===== src/rtl/volume_pkg.sv =====
// Shared types and helpers for the ramped volume stage.
package volume_pkg;

  typedef enum logic [1:0] {
    NONE = 2'd0,
    UP   = 2'd1,
    DOWN = 2'd2
  } vol_cmd_e;

  function automatic int atten_width(input int max_v);
    return $clog2(max_v + 1);
  endfunction

  // Simultaneous up and down edges cancel out.
  function automatic vol_cmd_e decode_cmd(input logic up_edge, input logic down_edge);
    if (up_edge && !down_edge) begin
      return UP;
    end else if (down_edge && !up_edge) begin
      return DOWN;
    end else begin
      return NONE;
    end
  endfunction

endpackage


===== src/rtl/edge_detect.sv =====
// Rising-edge detector on a level button; the previous level is registered
// and clears to 0, so a button held through reset yields one edge afterwards.
module edge_detect (
  input  logic clk_i,
  input  logic reset_i,
  input  logic level_i,
  output logic edge_o
);

  logic prev_q;

  always_ff @(posedge clk_i) begin
    if (reset_i) begin
      prev_q <= 1'b0;
    end else begin
      prev_q <= level_i;
    end
  end

  assign edge_o = level_i & ~prev_q;

endmodule


===== src/rtl/volume_ramp.sv =====
// Multi-channel shift-attenuation volume stage with a sample-counted ramp
// toward the button-selected target, mute, and a one-register output stream.
module volume_ramp
  import volume_pkg::*;
#(
  parameter int width_p        = 24,
  parameter int channels_p     = 2,
  parameter int max_atten_p    = 7,
  parameter int reset_atten_p  = 1,
  parameter int ramp_samples_p = 4
) (
  input  logic                                   clk_i,
  input  logic                                   reset_i,
  input  logic                                   up_i,
  input  logic                                   down_i,
  input  logic                                   mute_i,
  input  logic                                   valid_i,
  output logic                                   ready_o,
  input  logic [channels_p*width_p-1:0]          data_i,
  output logic                                   valid_o,
  input  logic                                   ready_i,
  output logic [channels_p*width_p-1:0]          data_o,
  output logic [atten_width(max_atten_p)-1:0]    atten_o,
  output logic                                   muted_o
);

  localparam int AW = atten_width(max_atten_p);
  localparam int CW = (ramp_samples_p > 1) ? $clog2(ramp_samples_p) : 1;
  localparam int DW = channels_p * width_p;
  localparam logic [AW-1:0] MAX_ATTEN   = AW'(max_atten_p);
  localparam logic [AW-1:0] RESET_ATTEN = AW'(reset_atten_p);
  localparam logic [CW-1:0] LAST_CNT    = CW'(ramp_samples_p - 1);

  logic           up_edge, down_edge, mute_edge;
  vol_cmd_e       cmd;
  logic           accept;

  logic [AW-1:0]  tgt_q, tgt_d;
  logic [AW-1:0]  cur_q, cur_d;
  logic [CW-1:0]  cnt_q, cnt_d;
  logic           muted_q, muted_d;
  logic           valid_q, valid_d;
  logic [DW-1:0]  data_q, data_d;
  logic [DW-1:0]  shifted;

  edge_detect u_up_edge (
    .clk_i   (clk_i),
    .reset_i (reset_i),
    .level_i (up_i),
    .edge_o  (up_edge)
  );

  edge_detect u_down_edge (
    .clk_i   (clk_i),
    .reset_i (reset_i),
    .level_i (down_i),
    .edge_o  (down_edge)
  );

  edge_detect u_mute_edge (
    .clk_i   (clk_i),
    .reset_i (reset_i),
    .level_i (mute_i),
    .edge_o  (mute_edge)
  );

  assign cmd     = decode_cmd(up_edge, down_edge);
  assign ready_o = ~valid_q | ready_i;
  assign accept  = valid_i & ready_o;

  generate
    for (genvar gi = 0; gi < channels_p; gi++) begin : g_chan
      logic signed [width_p-1:0] sample;
      assign sample = data_i[gi*width_p +: width_p];
      assign shifted[gi*width_p +: width_p] = sample >>> cur_q;
    end
  endgenerate

  always_comb begin
    tgt_d = tgt_q;
    case (cmd)
      UP:      if (tgt_q != '0) tgt_d = tgt_q - AW'(1);
      DOWN:    if (tgt_q != MAX_ATTEN) tgt_d = tgt_q + AW'(1);
      default: tgt_d = tgt_q;
    endcase
  end

  // Ramp progress only advances on accepted beats, so backpressure freezes it.
  always_comb begin
    cur_d = cur_q;
    cnt_d = cnt_q;
    if (cur_q == tgt_q) begin
      cnt_d = '0;
    end else if (accept) begin
      if (cnt_q == LAST_CNT) begin
        cnt_d = '0;
        cur_d = (tgt_q > cur_q) ? cur_q + AW'(1) : cur_q - AW'(1);
      end else begin
        cnt_d = cnt_q + CW'(1);
      end
    end
  end

  always_comb begin
    muted_d = muted_q ^ mute_edge;
    valid_d = valid_q;
    data_d  = data_q;
    if (accept) begin
      valid_d = 1'b1;
      data_d  = muted_q ? '0 : shifted;
    end else if (ready_i) begin
      valid_d = 1'b0;
    end
  end

  always_ff @(posedge clk_i) begin
    if (reset_i) begin
      tgt_q   <= RESET_ATTEN;
      cur_q   <= RESET_ATTEN;
      cnt_q   <= '0;
      muted_q <= 1'b0;
      valid_q <= 1'b0;
      data_q  <= '0;
    end else begin
      tgt_q   <= tgt_d;
      cur_q   <= cur_d;
      cnt_q   <= cnt_d;
      muted_q <= muted_d;
      valid_q <= valid_d;
      data_q  <= data_d;
    end
  end

  assign valid_o = valid_q;
  assign data_o  = data_q;
  assign atten_o = cur_q;
  assign muted_o = muted_q;

endmodule


===== config.mk =====
export PLATFORM = sky130hd
export DESIGN_NAME = volume_ramp
export DESIGN_NICKNAME = d
export VERILOG_FILES = /design/src/rtl/volume_pkg.sv /design/src/rtl/edge_detect.sv /design/src/rtl/volume_ramp.sv
export SDC_FILE = /design/constraint.sdc
export NUM_CORES = 1
export LEC_CHECK = 0
export ABC_AREA = 0
export BUFFER_PORTS_ARGS = -buffer_cell sky130_fd_sc_hd__buf_2
export CAP_MARGIN = 20
export CORE_UTILIZATION = 50
export CTS_CLUSTER_DIAMETER = 40
export CTS_CLUSTER_SIZE = 40
export DETAILED_ROUTE_END_ITERATION = 7
export MAX_ROUTING_LAYER = met4
export PLACE_DENSITY = 0.85
export SLEW_MARGIN = 30
export SYNTH_ARGS = -nofsm -noshare
export SYNTH_HDL_FRONTEND = slang
export SYNTH_SLANG_ARGS = --single-unit

===== constraint.sdc =====
create_clock -name clk_i -period 4.43 [get_ports clk_i]
set_input_delay 0.2215 -clock clk_i [delete_from_list [all_inputs] [get_ports clk_i]]
set_output_delay 0.2215 -clock clk_i [all_outputs]
set_load 0.01 [all_outputs]

==> results by group, run 1 <==
Status
  • Outcome: completed

STA
  • RSZ-0062 raised after global routing: false
  • Worst-Margin Slew: 0.917 ns
  • Clock skew: 0.0113 ns
  • Final Max Tran Viols: 0
  • Final hold vios: 0
  • Achievable frequency: 353 MHz
  • Slew margin rel.: approximately two fifths
  • Final period util: 63.9%
  • Setup TNS: 0 ns
  • Fin worst setup slack: ~1.6 ns
  • Min Clock Period, post-route: around 2.8 ns
  • Final setup viols: 0

Synth
  • Post-synthesis register bit count: 61
  • Synth warn: 0
  • Synth Area in Adders: 3.06%
  • Mapped Area: 0.00376 sq mm
  • Post-synth ARST share: 0%
  • Post-synthesis compound-gate area fraction: between 20 and 30%
  • Net count after synthesis: 472
  • Post-synthesis xor/xnor area fraction: less than 1%
  • Largest family of logic cells by synthesized area: compound AO/OA/AOI/OAI gates
  • Simple-gate share of the synthesized area: about an eighth
  • Cell count after synthesis: about 410
  • Unique cell type count in the Yosys netlist: 53
  • Synth Flop Type: dfxtp_1
  • Mean post-synth cell area: about 9.2 sq um
  • Post-synthesis mux area share: 15.9%
  • Post-synthesis sequential area ratio: 32.5%
  • Post-synth EDFFs: 0

Clock tree
  • CTS H-tree depth: 3
  • Postcts setup bufs: 0
  • Worst-Skew Late Latency: 0.34 ns
  • Post-CTS Resized: 0
  • CTS Buf Count: 9
  • Clock tree buffer depth: 2
  • Clock root buffer master: clkbuf_8
  • Count of hold-fix buffers inserted at cts: 0
  • TritonCTS clock tree: built
  • Clock-pin slew on the worst setup and hold paths: 0.06 ns
  • Sink Count: 61

Worst setup path
  • Startpoint types: register
  • Depth of the most critical reg-to-reg path: 9
  • Peak fanout along the critical path: 22
  • Critical Path Sink Type: register
  • Kind of critical path: register to register
  • Worst EP required: around 4.7 ns
  • Worst endpoint data arrival time: 3.11 ns

Cells and area
  • Final net count: about 560
  • Final core occ: 61.2%
  • Number of diodes: 0
  • Synth-to-Final Area Change: 18.1%
  • Final Non-Filler Cells: about 600
  • Filler cells: between 600 and 700
  • Layout cells sized above 1: 30.5%

Placement
  • Placed Cells: 584
  • Port Buffer Count: around 110
  • GPL Wtd Cong: between 0.9 and 1
  • HPWL after DPL: 7460 um
  • Placement Setup Slack: 1.73 ns

Die
  • DIE HEIGHT: 88.7 um
  • I/O pins: about 110
  • CORE AREA: 0.00725 sq mm
  • Std-Cell Rows: 31
  • Initial Util: 51.8%
  • Die Footprint: 0.00786 sq mm
  • Die W: 88.7 um

Route
  • Antenna Nets Post-Route: 0
  • Iteration-0 DRC Markers: 344
  • DRC: 0
  • Total number of vias: 3753
  • Via density per instance: 6.28
  • Initial DRT Pass Iterations: 5
  • Final wirelength: 10300 um
  • WL/cell: 17.2 um

Global route
  • Met3 GRT Util: under 10%
  • GRT met2 Usage: 43.1%
  • Number of global-route vias before repair: 3348
  • Most Crowded Layer GR: met2
  • First-pass GRT wire length: ~16000 um
  • Pin count of the biggest net entering global routing: 52
  • Global route overflow: 0
  • Initial antenna violation count: 0
  • Met1 Use GR: 34.0%
  • Overall Global Routing Usage: 26.8%

Power
  • Max VDD drop: 165 uV
  • Total power per unit cell area: 310 mW/mm^2
  • Static Leak: around 1.9 nW

Job
  • Max-capacitance violation count: 0

Worst hold path
  • Hold Crit Class: primary input to register
  • Min-Delay Path Depth: 2
[cells in the final DEF, fill, tap and decap left out, drive strengths merged, types with 2 or more instances in the layout]
cell / count
nor2b: 11
inv: 7
fa: 2
a32o: 4
xnor2: 3
o22ai: 4
a22o: 24
o21ai: 27
nor2: 22
mux2: 16
a21oi: 13
nand4b: 2
dfxtp: 61
a211oi: 7
and2: 2
o21bai: 2
nand3: 5
nand2: 38
a22oi: 18
a221oi: 15
nand4: 2
a21o: 2
buf: 112
a2111oi: 2
clkbuf: 12
and3: 3
nand2b: 5
a211o: 2
nor3: 2
o221ai: 14
mux2i: 37
a221o: 6
ha: 6
o2bb2ai: 2
[cell type report]
| class | instances | area [sq um] | area share (%) |
|---|---|---|---|
| multi-input cells | 305 | 2300 | 52.0 |
| clock inverters | 2 | 35.0 | 0.790 |
| repair buffers | 112 | 578 | 13.0 |
| clock buffers | 12 | 145 | 3.27 |
| inverters | 7 | 26.3 | 0.592 |
| well taps | 99 | 124 | 2.79 |
| flip-flops and latches | 61 | 1220 | 27.6 |
[cell families (layout without fill, tap and decap cells)]
family / Yosys count / count (layout)
fa+ha+maj: 8 / 8
flops: 61 / 61
simple gates: 98 / 98
mux: 53 / 53
compound gates: 142 / 142
buf+inv: 43 / 133
xor+xnor: 4 / 4
[power breakdown]
part           switching, W  internal, W  total, W
Combinational      0.000154     0.000127  0.000281
Clock              0.000207     0.000269  0.000476
Sequential        0.0000295     0.000589  0.000619
[final timing paths]
check | start | endpoint | slack (ns)
setup / recovery | atten_o[2] | atten_o[2] | 1.60
hold / removal | mute_i | u_mute_edge.prev_q | 0.12
setup reg to reg | atten_o[2] | atten_o[2] | 1.60
hold reg to reg | data_o[34] | data_o[34] | 0.45
[layer usage]
metal	share of wire, %	vias up
met1	43	1801
met5	0	-
met3	8.0	21
met2	47	191
li1	-	1740
met4	1.9	0
[state kept, by name (all words and copies together) (netlist names)]
| name | flops |
|---|---|
| muted_o | 1 |
| tgt_q | 3 |
| u_up_edge.prev_q | 1 |
| data_o | 48 |
| u_down_edge.prev_q | 1 |
| valid_o | 1 |
| u_mute_edge.prev_q | 1 |
| cnt_q | 2 |
| atten_o | 3 |
[critical path: stages, from the launching register on]
cell,delay (ns)
dfxtp_1,0.79
inv_2,0.22
ha_1,0.40
nand3b_1,0.12
nand2_1,0.11
nand2_1,0.08
fa_1,0.43
a2111oi_0,0.41
a221oi_1,0.09
nand3_1,0.10
[through the flow]
stage | total power [W] | hold WS, ns | area (sq um)
final | 0.00138 | 0.121 | 4440
after detailed placement | 0.000907 | 0.438 | 4250
after global placement | 0.000892 | 0.433 | 4240
after global routing | 0.00144 | 0.141 | 4440
after CTS | 0.00138 | 0.112 | 4430
after floorplan | 0.000802 | 0.350 | 3760
[synthesized netlist by cell type (4+ instances only)]
cell | instances | area [sq um]
o21ai_1 | 7 | 35.0
nor2_1 | 18 | 67.6
o221ai_1 | 14 | 123
mux2_4 | 9 | 135
buf_4 | 7 | 52.6
clkbuf_1 | 7 | 26.3
o22ai_1 | 4 | 25.0
a22o_1 | 24 | 210
mux2i_1 | 34 | 340
dfxtp_1 | 61 | 1220
nor2_2 | 4 | 25.0
a211oi_1 | 7 | 52.6
a22oi_1 | 18 | 135
mux2_2 | 7 | 78.8
ha_1 | 6 | 75.1
inv_1 | 6 | 22.5
buf_2 | 16 | 80.1
nand2_1 | 38 | 143
a21oi_1 | 12 | 60.1
o21ai_0 | 20 | 100
nand3_1 | 5 | 25.0
nor2b_1 | 11 | 68.8
a32o_1 | 4 | 40.0
a221oi_1 | 15 | 131
a221o_1 | 6 | 60.1
nand2b_1 | 5 | 31.3
(Power assumes the default switching activity.)
==> run 2: changes to the inputs <==
==> constraint.sdc (replaced) <==
create_clock -name clk_i -period 2.7 [get_ports clk_i]
set_input_delay 0.135 -clock clk_i [delete_from_list [all_inputs] [get_ports clk_i]]
set_output_delay 0.135 -clock clk_i [all_outputs]
set_load 0.01 [all_outputs]
==> results by group, run 2 (synthesis gave the netlist of run 1 again) <==
Die
  • Std-Cell Rows: 31 (unchanged)
  • Die Footprint: 0.00786 sq mm (unchanged)
  • CORE AREA: 0.00725 sq mm (unchanged)
  • DIE HEIGHT: 88.7 um (unchanged)
  • Initial Util: 51.8% (unchanged)
  • Die W: 88.7 um (unchanged)
  • I/O pins: 109 (unchanged)

STA
  • RSZ-0062 raised after global routing: false
  • Hold_ws: 0.0139 ns (-0.107 ns)
  • Final hold vios: 0 (unchanged)
  • Final period util: 83.1% (+19 points)
  • Worst-Margin Slew: 0.794 ns (-0.122 ns)
  • Final Max Tran Viols: 0 (unchanged)
  • Min Clock Period, post-route: 2.24 ns (-0.587 ns)
  • Setup TNS: 0 ns (unchanged)
  • Final setup viols: 0 (unchanged)
  • Achievable frequency: 446 MHz (+26%)
  • Slew margin rel.: 47.0% (+8.3 points)
  • Clock skew: 0.00712 ns (-0.00423 ns)

Route
  • WL/cell: 17.2 um (-0.10%)
  • Final wirelength: 10400 um (+1.2%)
  • WL met1: 4570 um (+2.3%)
  • Via density per instance: 6.19 (-1.3%)
  • Antenna Nets Post-Route: 0 (unchanged)
  • Metal2 WL: 4900 um (+1.8%)
  • Top sig layer: met4
  • Iteration-0 DRC Markers: 259 (-25%)
  • Initial DRT Pass Iterations: 5 (unchanged)
  • DRC: 0 (unchanged)
  • Met3 wire length: 780 um (-5.6%)
  • Total number of vias: 3752 (-0.027%)

Clock tree
  • Count of hold-fix buffers inserted at cts: 0 (unchanged)
  • Clock root buffer master: clkbuf_8
  • Worst-Skew Late Latency: 0.35 ns (about the same)
  • CTS H-tree depth: 3 (unchanged)
  • Post-CTS Resized: 0 (unchanged)
  • CTS Buf Count: 9 (unchanged)
  • Clock-pin slew on the worst setup and hold paths: 0.07 ns (about the same)
  • Sink Count: 61 (unchanged)
  • Clock tree buffer depth: 2 (unchanged)
  • Postcts setup bufs: 0 (unchanged)
  • TritonCTS clock tree: built

Worst setup path
  • WP buf/inv: 1 (unchanged)
  • Worst path cell trace: inv_1, ha_1, nand3b_1, nand2_1, nand2_1, fa_1, a2111oi_0, a221oi_1, nand3_1
  • CP max stage cell: dfxtp_1
  • Worst endpoint data arrival time: 2.54 ns (-0.57 ns)
  • Kind of critical path: register to register
  • Critical Path Sink Type: register
  • Critical path's largest stage delay: 0.47 ns (-0.32 ns)
  • Most common cell on crit path: nand2_1
  • Worst EP required: 2.99 ns (-1.71 ns)
  • Startpoint types: register
  • Top delay family on crit path: adder cells
  • Peak fanout along the critical path: 7 (-68%)

Global route
  • Global route overflow: 0 (unchanged)
  • Pin count of the biggest net entering global routing: 52 (unchanged)
  • Overall Global Routing Usage: 27.1% (+0.30 points)
  • Initial antenna violation count: 0 (unchanged)
  • Number of global-route vias before repair: 3374 (+0.78%)
  • First-pass GRT wire length: 16000 um (+1.3%)

Power
  • Static Leak: 1.94 nW (+2.0%)
  • Max VDD drop: 254 uV (+54%)
  • Tot Pwr: 0.00230 W (+68%)
  • Total power per unit cell area: 514 mW/mm^2 (+66%)

Cells and area
  • Number of diodes: 0 (unchanged)
  • Final net count: 565 (+1.1%)
  • Commonest non-fill, non-tap cell in the layout: buf_2
  • Layout cells sized above 1: 31.8% (+1.3 points)
  • Flip-flop count of the largest register after layout: 48 (unchanged)
  • Final core occ: 61.8% (+0.60 points)
  • Synth-to-Final Area Change: 19.3%
  • Post-route cell area: 0.00448 sq mm (+0.99%)
  • Commonest cells after routing, fill and taps aside: buf_2 (108), dfxtp_1 (60), nand2_1 (38)

Status
  • Outcome: completed

Placement
  • Port Buffer Count: 108 (unchanged)
  • GPL Wtd Cong: 0.863 (-5.2%)
  • HPWL after DPL: 7490 um (+0.34%)
  • Placed standard-cell area: 0.00429 sq mm (+0.88%)

Worst hold path
  • Hold Crit Class: primary input to register

Job
  • Max-capacitance violation count: 0 (unchanged)
==> run 2: cell types whose count changed in the layout (fill, tap and decap cells not counted), sizes merged <==
cell	before	now
buf	112	118
clkinv	1	4
clkbuf	12	11
==> run 2: final cells by class <==
| cell class | count | area [sq um] |
|---|---|---|
| Sequential cell | 61 | 1220 |
| Multi-Input combinational cell | 305 | 2300 |
| Clock inverter | 5 | 50.0 |
| Timing Repair Buffer | 118 | 616 |
| Inverter | 7 | 26.3 |
| Fill cell | 643 | 2770 |
| Clock buffer | 11 | 141 |
| Tap cell | 99 | 124 |
==> run 2: path summary, 6_finish.rpt <==
path | slack (ns) | depth (start not counted) | end | start
hold reg to reg | 0.45 | 2 | data_o[23] | data_o[23]
setup reg to reg | 0.46 | 9 | atten_o[2] | tgt_q[0]
setup / recovery | 0.46 | 9 | atten_o[2] | tgt_q[0]
hold / removal | 0.01 | 2 | u_up_edge.prev_q | up_i
==> run 2: through the flow <==
stage,instances,setup slack [ns]
after global placement,590,0.709
after detailed placement,590,0.498
after CTS,606,0.500
after floorplan,409,0.394
final,606,0.456
after global routing,606,0.375
==> run 2: power breakdown <==
| group | internal [W] | switching, W | total [W] |
|---|---|---|---|
| combinational | 0.000211 | 0.000251 | 0.000462 |
| clock | 0.000445 | 0.000381 | 0.000827 |
| sequential | 0.000966 | 0.0000492 | 0.00102 |
==> run 2: metal layers <==
metal	GRT usage [%]	vias up
li1	-	1753
met3	6.06	16
met4	8.21	0
met1	34.7	1801
met2	42.6	182
met5	-	-
==> run 3: changes to the inputs <==
--- a/config.mk
+++ b/config.mk
@@ -8,12 +8,12 @@
 export ABC_AREA = 0
 export BUFFER_PORTS_ARGS = -buffer_cell sky130_fd_sc_hd__buf_2
 export CAP_MARGIN = 20
-export CORE_UTILIZATION = 50
+export CORE_UTILIZATION = 47
 export CTS_CLUSTER_DIAMETER = 40
 export CTS_CLUSTER_SIZE = 40
 export DETAILED_ROUTE_END_ITERATION = 7
 export MAX_ROUTING_LAYER = met4
-export PLACE_DENSITY = 0.85
+export PLACE_DENSITY = 0.84
 export SLEW_MARGIN = 30
 export SYNTH_ARGS = -nofsm -noshare
 export SYNTH_HDL_FRONTEND = slang
==> constraint.sdc (replaced) <==
create_clock -name clk_i -period 2.05 [get_ports clk_i]
set_input_delay 0.1025 -clock clk_i [delete_from_list [all_inputs] [get_ports clk_i]]
set_output_delay 0.1025 -clock clk_i [all_outputs]
set_load 0.01 [all_outputs]
==> results by group, run 3 (synthesis gave the netlist of run 1 again) <==
Status
  • Outcome: completed

Worst setup path
  • Worst EP required: 2.27 ns (-0.72 ns)
  • Critical Path Stages: 10 (+1)
  • Critical Path Sink Type: register
  • CP max stage cell: fa_2
  • Reg2reg end: atten_o[2]
  • Worst path cell trace: inv_2, ha_4, nand3b_1, nand2_1, nand2_1, fa_2, nand2_1, nor2_1, a221oi_2, nand3_1
  • Launching point of the worst reg2reg path: atten_o[2]
  • Peak fanout along the critical path: 4 (-3)
  • Depth of the most critical reg-to-reg path: 10 (+1)
  • Reg2reg setup slack: 0.12 ns (-0.33 ns)
  • Most common cell on crit path: nand2_1
  • Top delay family on crit path: adder cells
  • Kind of critical path: register to register
  • Startpoint types: register
  • Worst endpoint data arrival time: 2.15 ns (-0.39 ns)
  • Critical path's largest stage delay: 0.38 ns (-0.09 ns)
  • WP buf/inv: 1 (unchanged)

Route
  • DRC: 0 (unchanged)
  • Antenna Nets Post-Route: 0 (unchanged)
  • WL/cell: 17.5 um (+1.7%)
  • Iteration-0 DRC Markers: 310 (+20%)
  • Initial DRT Pass Iterations: 6 (+1)
  • Total number of vias: 3808 (+1.5%)
  • Final wirelength: 10800 um (+3.9%)
  • Via density per instance: 6.15 (-0.64%)

Placement
  • Placed Cells: 601 (+1.9%)
  • GPL Wtd Cong: 0.931 (+7.9%)
  • Port Buffer Count: 108 (unchanged)
  • HPWL after DPL: 7840 um (+4.7%)

Clock tree
  • CTS H-tree depth: 3 (unchanged)
  • TritonCTS clock tree: built
  • Worst-Skew Late Latency: 0.34 ns (about the same)
  • Clock root buffer master: clkbuf_8
  • Clock tree buffer depth: 2 (unchanged)
  • Sink Count: 61 (unchanged)
  • Clock-pin slew on the worst setup and hold paths: 0.07 ns (about the same)
  • CTS Buf Count: 9 (unchanged)

Global route
  • Number of global-route vias before repair: 3562 (+5.6%)
  • Initial antenna violation count: 0 (unchanged)
  • Global route overflow: 0 (unchanged)
  • Overall Global Routing Usage: 26.8% (-0.33 points)
  • First-pass GRT wire length: 17400 um (+8.3%)
  • Pin count of the biggest net entering global routing: 52 (unchanged)

Cells and area
  • Number of diodes: 0 (unchanged)
  • Final core occ: 60.0% (-1.8 points)
  • Layout cells sized above 1: 34.4% (+2.7 points)
  • Filler cells: 636 (-1.1%)
  • Final Non-Filler Cells: 619 (+2.1%)
  • Commonest non-fill, non-tap cell in the layout: buf_2
  • Commonest cells after routing, fill and taps aside: buf_2 (108), dfxtp_1 (58), nand2_1 (38)
  • Synth-to-Final Area Change: 23.4%
  • Final net count: 575 (+1.8%)
  • Flip-flop count of the largest register after layout: 48 (unchanged)

Die
  • Initial Util: 48.6% (-3.2 points)
  • I/O pins: 109 (unchanged)
  • Die Footprint: 0.00835 sq mm (+6.2%)
  • DIE HEIGHT: 91.4 um (+3.1%)
  • CORE AREA: 0.00773 sq mm (+6.5%)
  • Die W: 91.4 um (+3.1%)
  • Std-Cell Rows: 32 (+3.2%)

STA
  • Min Clock Period, post-route: 1.93 ns (-0.317 ns)
  • Final setup viols: 0 (unchanged)
  • RSZ-0062 raised after global routing: true
  • Final hold vios: 0 (unchanged)
  • Hold_ws: 0.00635 ns (-0.00756 ns)
  • Worst-Margin Slew: 0.646 ns (-0.148 ns)
  • Final Max Tran Viols: 0 (unchanged)
  • Achievable frequency: 519 MHz (+16%)
  • Final period util: 94.0% (+11 points)
  • Clock skew: 0.0103 ns (+0.00323 ns)
  • Slew margin rel.: 56.8% (+9.8 points)

Worst hold path
  • Hold Crit Endpoint: u_up_edge.prev_q
  • Hold Startpoint: up_i
  • Min-Delay Path Depth: 2 (unchanged)
  • Hold Crit Class: primary input to register

Power
  • Max VDD drop: 402 uV (+58%)
  • Static Leak: 2.00 nW (+3.1%)
  • Total power per unit cell area: 666 mW/mm^2 (+29%)
  • Tot Pwr: 0.00309 W (+34%)

Job
  • Max-capacitance violation count: 0 (unchanged)
run 3: cell types whose count changed in the layout (fill, tap and decap cells not counted), moves of 2 or more:
cell     previous run  this run
buf_4              10        17
buf_12              0         2
ha_1                6         4
ha_4                0         2
dfxtp_1            60        58
run 3: how the worst max path moves through the flow:
stage	slack (ns)	endpoint	start
6_report	0.12	atten_o[2]	atten_o[2]
5_1_grt	-0.04	atten_o[2]	atten_o[2]
4_1_cts	0.02	atten_o[2]	atten_o[2]
3_5_place_dp	-0.03	atten_o[2]	atten_o[2]
3_3_place_gp	0.11	atten_o[2]	tgt_q[2]
2_1_floorplan	-0.1	atten_o[2]	atten_o[1]
run 3: area by class of cell:
class                   instances  area, sq um  share of cell area [%]
inverters                       7         28.8                   0.621
flip-flops and latches         61         1230                    26.5
well taps                     102          128                    2.75
repair buffers                128          718                    15.5
multi-input cells             305         2340                    50.5
clock inverters                 5         50.0                    1.08
clock buffers                  11          141                    3.05
run 3: per-stage QoR:
step / TNS, ns / setup WS [ns] / area (sq um)
final: 0 / 0.123 / 4630
after global routing: -0.0357 / -0.0357 / 4630
after CTS: 0 / 0.0239 / 4610
after detailed placement: -0.0298 / -0.0298 / 4400
after global placement: 0 / 0.112 / 4400
after floorplan: -0.0983 / -0.0983 / 3800
run 3: layer usage:
layer | wire length, um | part of all wire, % | global-route usage [%] | up-vias
met4 | 226 | 2.1 | 8.07 | 0
met3 | 890 | 8.2 | 6.20 | 29
li1 | - | - | - | 1772
met2 | 5230 | 48 | 43.9 | 195
met5 | 0 | 0 | - | -
met1 | 4490 | 41 | 32.7 | 1812
run 3: timing repair:
| item | CTS | global route |
|---|---|---|
| hold endpoints to repair | 1 | 0 |
| hold buffers | 1 | 0 |
| endpoints found under the setup margin | 1 | 2 |
| gates resized for setup | 0 | 3 |
| pin swaps | 1 | 3 |
| setup buffers | 1 | 0 |
run 3: power by group:
group / internal, W / switching, W
Combinational: 0.000324 / 0.000370
Clock: 0.000586 / 0.000476
Sequential: 0.00127 / 0.0000569
Total: 0.00218 / 0.000903
